[config.mk]
export PLATFORM = sky130hd
export DESIGN_NAME = led_pattern_sequencer
export DESIGN_NICKNAME = d
export VERILOG_FILES = /design/src/rtl/led_pattern_sequencer.sv
export SDC_FILE = /design/constraint.sdc
export NUM_CORES = 1
export LEC_CHECK = 0
export CAP_MARGIN = 20
export CORE_ASPECT_RATIO = 0.75
export CORE_MARGIN = 4
export CORE_UTILIZATION = 30
export CTS_CLUSTER_SIZE = 16
export DETAILED_ROUTE_END_ITERATION = 10
export SLEW_MARGIN = 20
export SYNTH_ARGS = -nofsm -noshare
export SYNTH_HDL_FRONTEND = slang
export SYNTH_SLANG_ARGS = --single-unit
[constraint.sdc]
create_clock -name clk -period 3.5 [get_ports clk]
set_input_delay 0.7 -clock clk [delete_from_list [all_inputs] [get_ports clk]]
set_output_delay 0.7 -clock clk [all_outputs]
set_load 0.02 [all_outputs]
[src/rtl/led_pattern_sequencer.sv]
// Segment-table LED pattern player: plays (level, duration) entries in order,
// once or looped, with a tick prescaler and single-cycle done pulse.
module led_pattern_sequencer #(
    parameter int NUM_SEG = 8,
    parameter int DUR_W   = 8,
    parameter int PRESC   = 1
) (
    input  logic                       clk,
    input  logic                       rst_n,
    input  logic                       cfg_we,
    input  logic [$clog2(NUM_SEG)-1:0] cfg_addr,
    input  logic                       cfg_level,
    input  logic [DUR_W-1:0]           cfg_dur,
    input  logic [$clog2(NUM_SEG):0]   seg_count,
    input  logic                       loop_en,
    input  logic                       start,
    input  logic                       stop,
    output logic                       led,
    output logic                       busy,
    output logic [$clog2(NUM_SEG)-1:0] seg_idx,
    output logic                       done
);

    localparam int AW    = $clog2(NUM_SEG);
    localparam int PW    = $clog2(PRESC) + 1;
    localparam int DEPTH = 1 << AW;
    localparam logic [AW:0]   NUM_SEG_L  = (AW+1)'(NUM_SEG);
    localparam logic [PW-1:0] PRESC_LAST = PW'(PRESC - 1);

    typedef enum logic {
        ST_IDLE = 1'b0,
        ST_RUN  = 1'b1
    } state_t;

    state_t            state_r, state_s;
    logic [AW:0]       len_r, len_s;
    logic [AW-1:0]     seg_idx_r, seg_idx_s;
    logic              led_r, led_s;
    logic              busy_r, busy_s;
    logic              done_r, done_s;
    logic [PW-1:0]     presc_r, presc_s;
    logic [DUR_W-1:0]  tmr_r, tmr_s;

    // Table is sized to the full address space so any index is in range.
    logic              level_r [DEPTH];
    logic [DUR_W-1:0]  dur_r   [DEPTH];

    logic              tick_s;
    logic              seg_end_s;
    logic              last_s;
    logic              start_ok_s;
    logic [AW-1:0]     idx_inc_s;
    logic [DUR_W-1:0]  cur_dur_s;

    assign cur_dur_s  = dur_r[seg_idx_r];
    assign idx_inc_s  = seg_idx_r + AW'(1);
    assign tick_s     = (presc_r == PRESC_LAST);
    assign seg_end_s  = (cur_dur_s == {DUR_W{1'b0}}) || (tmr_r == (cur_dur_s - DUR_W'(1)));
    assign last_s     = ({1'b0, seg_idx_r} == (len_r - (AW+1)'(1)));
    assign start_ok_s = start && !stop && (seg_count != {(AW+1){1'b0}}) && (seg_count <= NUM_SEG_L);

    // Segment table storage; writes only while idle and only to real entries.
    always_ff @(posedge clk or negedge rst_n) begin
        if (!rst_n) begin
            for (int i = 0; i < DEPTH; i++) begin
                level_r[i] <= 1'b0;
                dur_r[i]   <= {DUR_W{1'b0}};
            end
        end else if (cfg_we && (state_r == ST_IDLE) && ({1'b0, cfg_addr} < NUM_SEG_L)) begin
            level_r[cfg_addr] <= cfg_level;
            dur_r[cfg_addr]   <= cfg_dur;
        end
    end

    // Playback state and registered outputs.
    always_ff @(posedge clk or negedge rst_n) begin
        if (!rst_n) begin
            state_r   <= ST_IDLE;
            len_r     <= {(AW+1){1'b0}};
            seg_idx_r <= {AW{1'b0}};
            led_r     <= 1'b0;
            busy_r    <= 1'b0;
            done_r    <= 1'b0;
            presc_r   <= {PW{1'b0}};
            tmr_r     <= {DUR_W{1'b0}};
        end else begin
            state_r   <= state_s;
            len_r     <= len_s;
            seg_idx_r <= seg_idx_s;
            led_r     <= led_s;
            busy_r    <= busy_s;
            done_r    <= done_s;
            presc_r   <= presc_s;
            tmr_r     <= tmr_s;
        end
    end

    // Next-state and next-output decode.
    always_comb begin
        state_s   = state_r;
        len_s     = len_r;
        seg_idx_s = seg_idx_r;
        led_s     = led_r;
        busy_s    = busy_r;
        done_s    = 1'b0;
        presc_s   = presc_r;
        tmr_s     = tmr_r;
        case (state_r)
            ST_IDLE: begin
                led_s     = 1'b0;
                busy_s    = 1'b0;
                seg_idx_s = {AW{1'b0}};
                presc_s   = {PW{1'b0}};
                tmr_s     = {DUR_W{1'b0}};
                if (start_ok_s) begin
                    state_s = ST_RUN;
                    len_s   = seg_count;
                    busy_s  = 1'b1;
                    led_s   = level_r[0];
                end else begin
                    state_s = ST_IDLE;
                end
            end
            ST_RUN: begin
                if (stop) begin
                    state_s   = ST_IDLE;
                    led_s     = 1'b0;
                    busy_s    = 1'b0;
                    seg_idx_s = {AW{1'b0}};
                    presc_s   = {PW{1'b0}};
                    tmr_s     = {DUR_W{1'b0}};
                end else if (tick_s) begin
                    presc_s = {PW{1'b0}};
                    if (seg_end_s) begin
                        tmr_s = {DUR_W{1'b0}};
                        if (!last_s) begin
                            seg_idx_s = idx_inc_s;
                            led_s     = level_r[idx_inc_s];
                        end else if (loop_en) begin
                            seg_idx_s = {AW{1'b0}};
                            led_s     = level_r[0];
                        end else begin
                            state_s   = ST_IDLE;
                            seg_idx_s = {AW{1'b0}};
                            led_s     = 1'b0;
                            busy_s    = 1'b0;
                            done_s    = 1'b1;
                        end
                    end else begin
                        tmr_s = tmr_r + DUR_W'(1);
                    end
                end else begin
                    presc_s = presc_r + PW'(1);
                end
            end
            default: begin
                state_s   = ST_IDLE;
                led_s     = 1'b0;
                busy_s    = 1'b0;
                seg_idx_s = {AW{1'b0}};
            end
        endcase
    end

    assign led     = led_r;
    assign busy    = busy_r;
    assign seg_idx = seg_idx_r;
    assign done    = done_r;

endmodule
* Word-level counts from Yosys, hierarchy flattened
Cells that the tools add are included.
Cells by class: multiplexer cells 50, equal/unequal tests 6, bitwise operators 4, $lt $le $gt $ge 5, reductions and logical operators 12, add/subtract/negate cells 5
Operator list (number):
- $bwmux W64 | 1
- $mux W8 | 6
- $mux W1 | 28
- $bmux W8 S3 | 1
- $demux W8 S3 | 1
- $pmux W8 S2 | 1
- $ge A4 B4 Y1 const B | 3
- $mux W3 | 4
- $not A3 Y4 | 3
- $add A8 B1 Y8 const B | 1
- $bwmux W8 | 1
- $eq A8 B8 Y1 | 1
- $logic_not A8 Y1 | 1
- $pmux W1 S2 | 4
- $sub A8 B1 Y8 const B | 1
- $ne A3 B2 Y1 const B | 2
- $ne A3 B3 Y1 const B | 2
- $pmux W3 S2 | 1
- $logic_and A1 B1 Y1 | 5
- $eq A3 B4 Y1 | 1
- $le A4 B4 Y1 const B | 1
- $lt A4 B1 Y1 const B | 1
- $reduce_and A2 Y1 | 2
- $reduce_and A4 Y1 | 1
- 9 further kinds | 9
Word-level totals: logic and storage cells 106, bits in registers 92, input bits 22

* Logic depth before layout (Yosys ltp)
word-level depth 11, gate-level depth with buffers 12, depth with buffers taken out 9

* Least setup slack after synthesis
No wires, ideal clock.
kind register -> register, start register seg_idx_r[0], in the netlist seg_idx[0], end register seg_idx_r[2], in the netlist seg_idx[2], required time 3378 ps, setup time 122 ps, data arrival time 2960 ps, stages on the path, launching flop included 13, clock period less this slack 3082 ps, setup slack 418 ps, cell sequence dfrtp_1 > buf_2 > buf_6 > mux4_2 > mux2i_2 > ha_1 > nand3_1 > o21a_1 > o21ai_1 > nor4_4 > or2_1 > buf_4 > a32o_1
On the way: cells in the longest elaborated chain, start to end 9, elaborated cells on any way between the ends 17
Ends and longest elaborated chain:
- start, declared | RTL line 37 | logic [AW-1:0] seg_idx_r, seg_idx_s;
- start signal, assigned | RTL line 80 | seg_idx_r <= {AW{1'b0}};
- start signal, assigned | RTL line 89 | seg_idx_r <= seg_idx_s;
- $not A3 Y4 (implied by the code) | RTL line 55 | assign cur_dur_s = dur_r[seg_idx_r];
- $bmux W8 S3 | RTL line 55
- $mux W8 (implied by the code) (2 in a row) | RTL line 55
- $sub A8 B1 Y8 | RTL line 58 | assign seg_end_s = (cur_dur_s == {DUR_W{1'b0}}) || (tmr_r == (cur_dur_s - DUR_W'(1)));
- $eq A8 B8 Y1 | RTL line 58
- $logic_or A1 B1 Y1 | RTL line 58
- $ne A3 B2 Y1 (no source line)
- $reduce_and A2 Y1 (no source line)
Several ways; a longest one is shown, not always the timed one. The select of a mux whose other input is x is not followed. A chain may end at the register's enable or synchronous reset.

* Worst setup path after layout
start register seg_idx_r[1], in the netlist seg_idx[1], end register led_r, in the netlist led
On the way: cells in the longest elaborated chain, start to end 10, elaborated cells on any way between the ends 21
Ends and longest elaborated chain:
- parallel branches: the longest is 10 deep, another holds $sub A8 B1 Y8
- end signal, assigned | RTL line 90 | led_r <= led_s;
- end, declared | RTL line 38 | logic led_r, led_s;
Parallel ways; which one is timed is not known. The select of a mux whose other input is x is not followed.

==> run summary <==
The I/O pin count is 28, and the proportion of layout cells with a drive suffix above 1 is 0.3478. The slew of the pin with the lowest slew margin works out to 763.1 ps. The tools report the logic gate share of total power as 0.204. For the total congestion overflow, the log shows 0. CTS built an H-tree with a depth of 3. The initial antenna violation count is 0. The min-delay analysis places its worst path in the category in2async. The number of clock sinks seen by CTS is 91, and the portion of total power attributed to the clock network is 0.351. The combined area of all synthesized cells is 0.004563 mm², and the average wire length per cell after detail routing is 17.84 µm.

The die width was 150.4 µm; the insertion delay to the later sink of the worst-skew pair was 340 ps. Max-cap violations in this run came to 0. The slowest cell on the critical path was sky130_fd_sc_hd__dfrtp_1. The kind of critical path is reg2reg. STA classifies the critical path startpoint as a flip-flop. The area occupied by registers is 0.002277 mm².

For the initial cell density of the core, the log shows 0.3106. On the worst path, the slowest cell contributes a delay of 690 ps. The max-slew violation count was 0; the part of the cycle the worst path needs was 0.8845.

The floorplan step set the die height to 114.8 µm. The run gives 1418 as the fill cell total of the finished layout. The internal portion of the total power is 0.002372 W. The tools report the detailed-placement wirelength estimate as 7.191 mm. The mean instance size in the synthesized netlist works out to 13.79 µm².

The sequential cell fraction of total power was 0.445. Of all nets on the critical path, the largest fanout is 12. In this run the static leakage power is 2.175 nW. The worst-case IR drop observed on VDD is 0.0002733 V. The tools report the maximum count of clock buffers along a single path as 2.

The library cell used most frequently in the layout, excluding fill and tap cells, is sky130_fd_sc_hd__dfrtp_1. The core box area was 0.01469 mm². Clock tree synthesis inserted a total of 9 buffers. Setup repair after global routing left no endpoint under its margin.

The tree is rooted in a sky130_fd_sc_hd__clkbuf_16. During synthesis, Yosys emitted a total of 0 warnings. The library cells used most frequently in the layout, excluding fill and tap cells, are sky130_fd_sc_hd__dfrtp_1 (91), sky130_fd_sc_hd__mux2_2 (79), sky130_fd_sc_hd__clkdlybuf4s50_1 (26). At the end of routability-driven placement, the weighted congestion stood at 0.8500. The async set or reset register ratio after synthesis works out to 1.000.

The tools report the type of element capturing the critical path as a flip-flop. The proportion of total power due to net switching came out at 0.2482. The number of hold buffers added after CTS was 0. After clock tree synthesis, the clock-pin slew on the worst setup and hold paths is 70 ps.

The data arrival time of the critical path was 3310 ps; the minimum clock period was 3096 ps. The number of I/O port buffers came out at 27. Summing all multi-input logic gate instances after layout gives 0.002185 mm². For the net switching power figure, the log shows 0.0007832 W. Among all flip-flop cells after synthesis, the most frequent one is sky130_fd_sc_hd__dfrtp_1.

The critical path data required time came out at 3720 ps. Between clock sinks in the finished design, the worst skew comes to 8.804 ps. Ranked by total cell area, the synthesized netlist is headed by sky130_fd_sc_hd__dfrtp_1 (50%), sky130_fd_sc_hd__mux2_2 (19%), sky130_fd_sc_hd__mux4_2 (7.9%), sky130_fd_sc_hd__xnor2_1 (2.1%), sky130_fd_sc_hd__xor2_1 (2.1%). Using the TritonRoute via totals, the vias-per-cell ratio works out to 4.910. The die area is 0.01727 mm². Summed over all instances, the cell type with the most area after synthesis is sky130_fd_sc_hd__dfrtp_1.

In the routed design, unresolved DRC markers number 0. For the detailed-route wire length, the log shows 10.13 mm. For the final hold violation count, the log shows 0.

The number of antenna diodes in the final layout is 0. After detailed placement, the design holds a cell count of 552. Sequential-to-total area share from yosys stat: 0.4990. Flop and latch count out of synthesis: 91. Yosys mapped the design onto 43 distinct sky130hd cell types. Entering global routing, the biggest net connects 58 pins. The maximum clock frequency came out at 323.0 MHz.

The aggregate negative setup slack was 0 ps. The run gives 4 as the first-pass iteration count of the detailed router. Setup violations remaining at the end of the flow were counted as 0. Dividing total power by cell area gives a power density of 582.5 mW/mm².

The area growth from synthesis to layout is 18.73%, and the synthesized netlist cell count is 331. TritonCTS built the clock tree. Row generation in the floorplan step produced 38 rows. For the number of global-route vias before repair, the log shows 3097. Among the stages of the critical path, the cell type that occurs most often is sky130_fd_sc_hd__nor3_1. The flow ran to the end, and the final reports show no timing, DRC or antenna violations. The final-stage net count is 390. For the number of violations reported at the end of detailed-routing iteration 0, the log shows 136.

Number of nets produced by synthesis: 358. The global-route usage over all layers came out at 0.1287. Once detail routing completed, the nets flagged for antenna violations numbered 0. In this run, synthesis inferred 0 flip-flops with an integrated enable. The number of standard cells in the layout, taps in and fillers out is 568, and the wire length of the first global-routing pass is 17.11 mm. Walking the worst path, the cells encountered are buf_4 > mux4_2 > mux2i_4 > nand3_1 > nor3_1 > o21ai_1 > nor4_4 > nor3_1 > mux2_1.

The worst slew margin relative to its limit was 0.4913; the area share of the largest cell type after synthesis was 0.4990. Detailed routing inserted a total of 2789 vias.
==> layout make-up <==
cell class,instances,share of cell area
Timing Repair Buffer,37,0.06328
Sequential cell,91,0.4203
Tap cell,200,0.04619
Clock inverter,4,0.01801
Clock buffer,12,0.04550
Multi-Input combinational cell,219,0.4032
Inverter,5,0.003464
==> critical path: cells and delay by family, from the launching register on <==
family | cells | cell delay (ps)
AOI/OAI and AO/OA | 1 | 140
buffers and inverters | 1 | 300
DFF | 1 | 690
muxes | 3 | 930
and+or+nand+nor | 4 | 910
==> synthesized netlist by cell type, types with 6 or more instances <==
master                     number
sky130_fd_sc_hd__nor3b_1        7
sky130_fd_sc_hd__nand2_1       12
sky130_fd_sc_hd__mux2i_1        6
sky130_fd_sc_hd__xor2_1        11
sky130_fd_sc_hd__mux2_2        79
sky130_fd_sc_hd__xnor2_1       11
sky130_fd_sc_hd__mux4_2        16
sky130_fd_sc_hd__nand3_1        7
sky130_fd_sc_hd__dfrtp_1       91
sky130_fd_sc_hd__nor2_1         7
sky130_fd_sc_hd__clkbuf_1       8
sky130_fd_sc_hd__nor3_1        12
==> power by group through the flow <==
| stage | Sequential [W] | Clock (W) | Combinational [W] |
|---|---|---|---|
| 2_1_floorplan | 0.00138 | 0 | 0.000495 |
| 3_3_place_gp | 0.00142 | 0 | 0.000623 |
| 3_5_place_dp | 0.00142 | 0 | 0.000647 |
| 4_1_cts | 0.00141 | 0.00113 | 0.000651 |
| 5_1_grt | 0.00143 | 0.00117 | 0.000715 |
| 6_report | 0.00141 | 0.00111 | 0.000643 |
==> timing repair <==
action | CTS | global route
setup buffers | 0 | 0
setup endpoints to repair | 0 | 2
endpoints found under the hold margin | 0 | 0
gates resized for setup | 0 | 1
==> per-layer routing <==
layer,global-route usage,share of wire
met3,0.02955,0.045
met1,0.1912,0.51
met5,0,0
met2,0.1878,0.43
met4,0.03778,0.017
==> final timing paths <==
path                                               to  depth (start not counted)              startpoint  slack, ps
worst max-delay path                  led$_DFFE_PN0P_                          9  seg_idx[1]$_DFFE_PN0P_        400
worst min-delay path            dur_r[63]$_DFFE_PN0P_                          1                   rst_n        430
worst max register to register        led$_DFFE_PN0P_                          9  seg_idx[1]$_DFFE_PN0P_        400
worst min register to register        led$_DFFE_PN0P_                          1         led$_DFFE_PN0P_        500
max in group asynchronous        dur_r[0]$_DFFE_PN0P_                          2                   rst_n       2280
min in group clk                      led$_DFFE_PN0P_                          1         led$_DFFE_PN0P_        500
==> registers in the layout (all words and copies together) (netlist names) <==
signal and cells:
tmr_r 8, state_r 1, done 1, dur_r 64
seg_idx 3, len_r 4, led 1, level_r 8
busy 1
==> through the flow <==
step	total power, W	instance area, µm²	hold WS (ps)	setup WS, ps	utilization
final	0.003156	5418	429.0	404.1	0.3688
after global placement	0.002040	5071	482.0	405.1	0.3452
after detailed placement	0.002071	5071	493.3	272.1	0.3452
after floorplan	0.001875	4563	404.4	418.3	-
after global routing	0.003324	5418	502.4	106.9	0.3688
after CTS	0.003188	5415	458.9	259.5	0.3686
==> logic make-up (layout without fill, tap and decap cells) <==
kind of cell | count (synthesis) | count (layout) | share of synthesized area
AOI/OAI and AO/OA | 18 | 18 | 0.03126
DFF | 91 | 91 | 0.4990
xor gates and xnor gates | 22 | 22 | 0.04223
muxes | 106 | 106 | 0.3055
adders and majority gates | 5 | 5 | 0.01371
and+or+nand+nor | 68 | 68 | 0.08555
buffers and inverters | 21 | 58 | 0.02276
(Power assumes the default switching activity.)
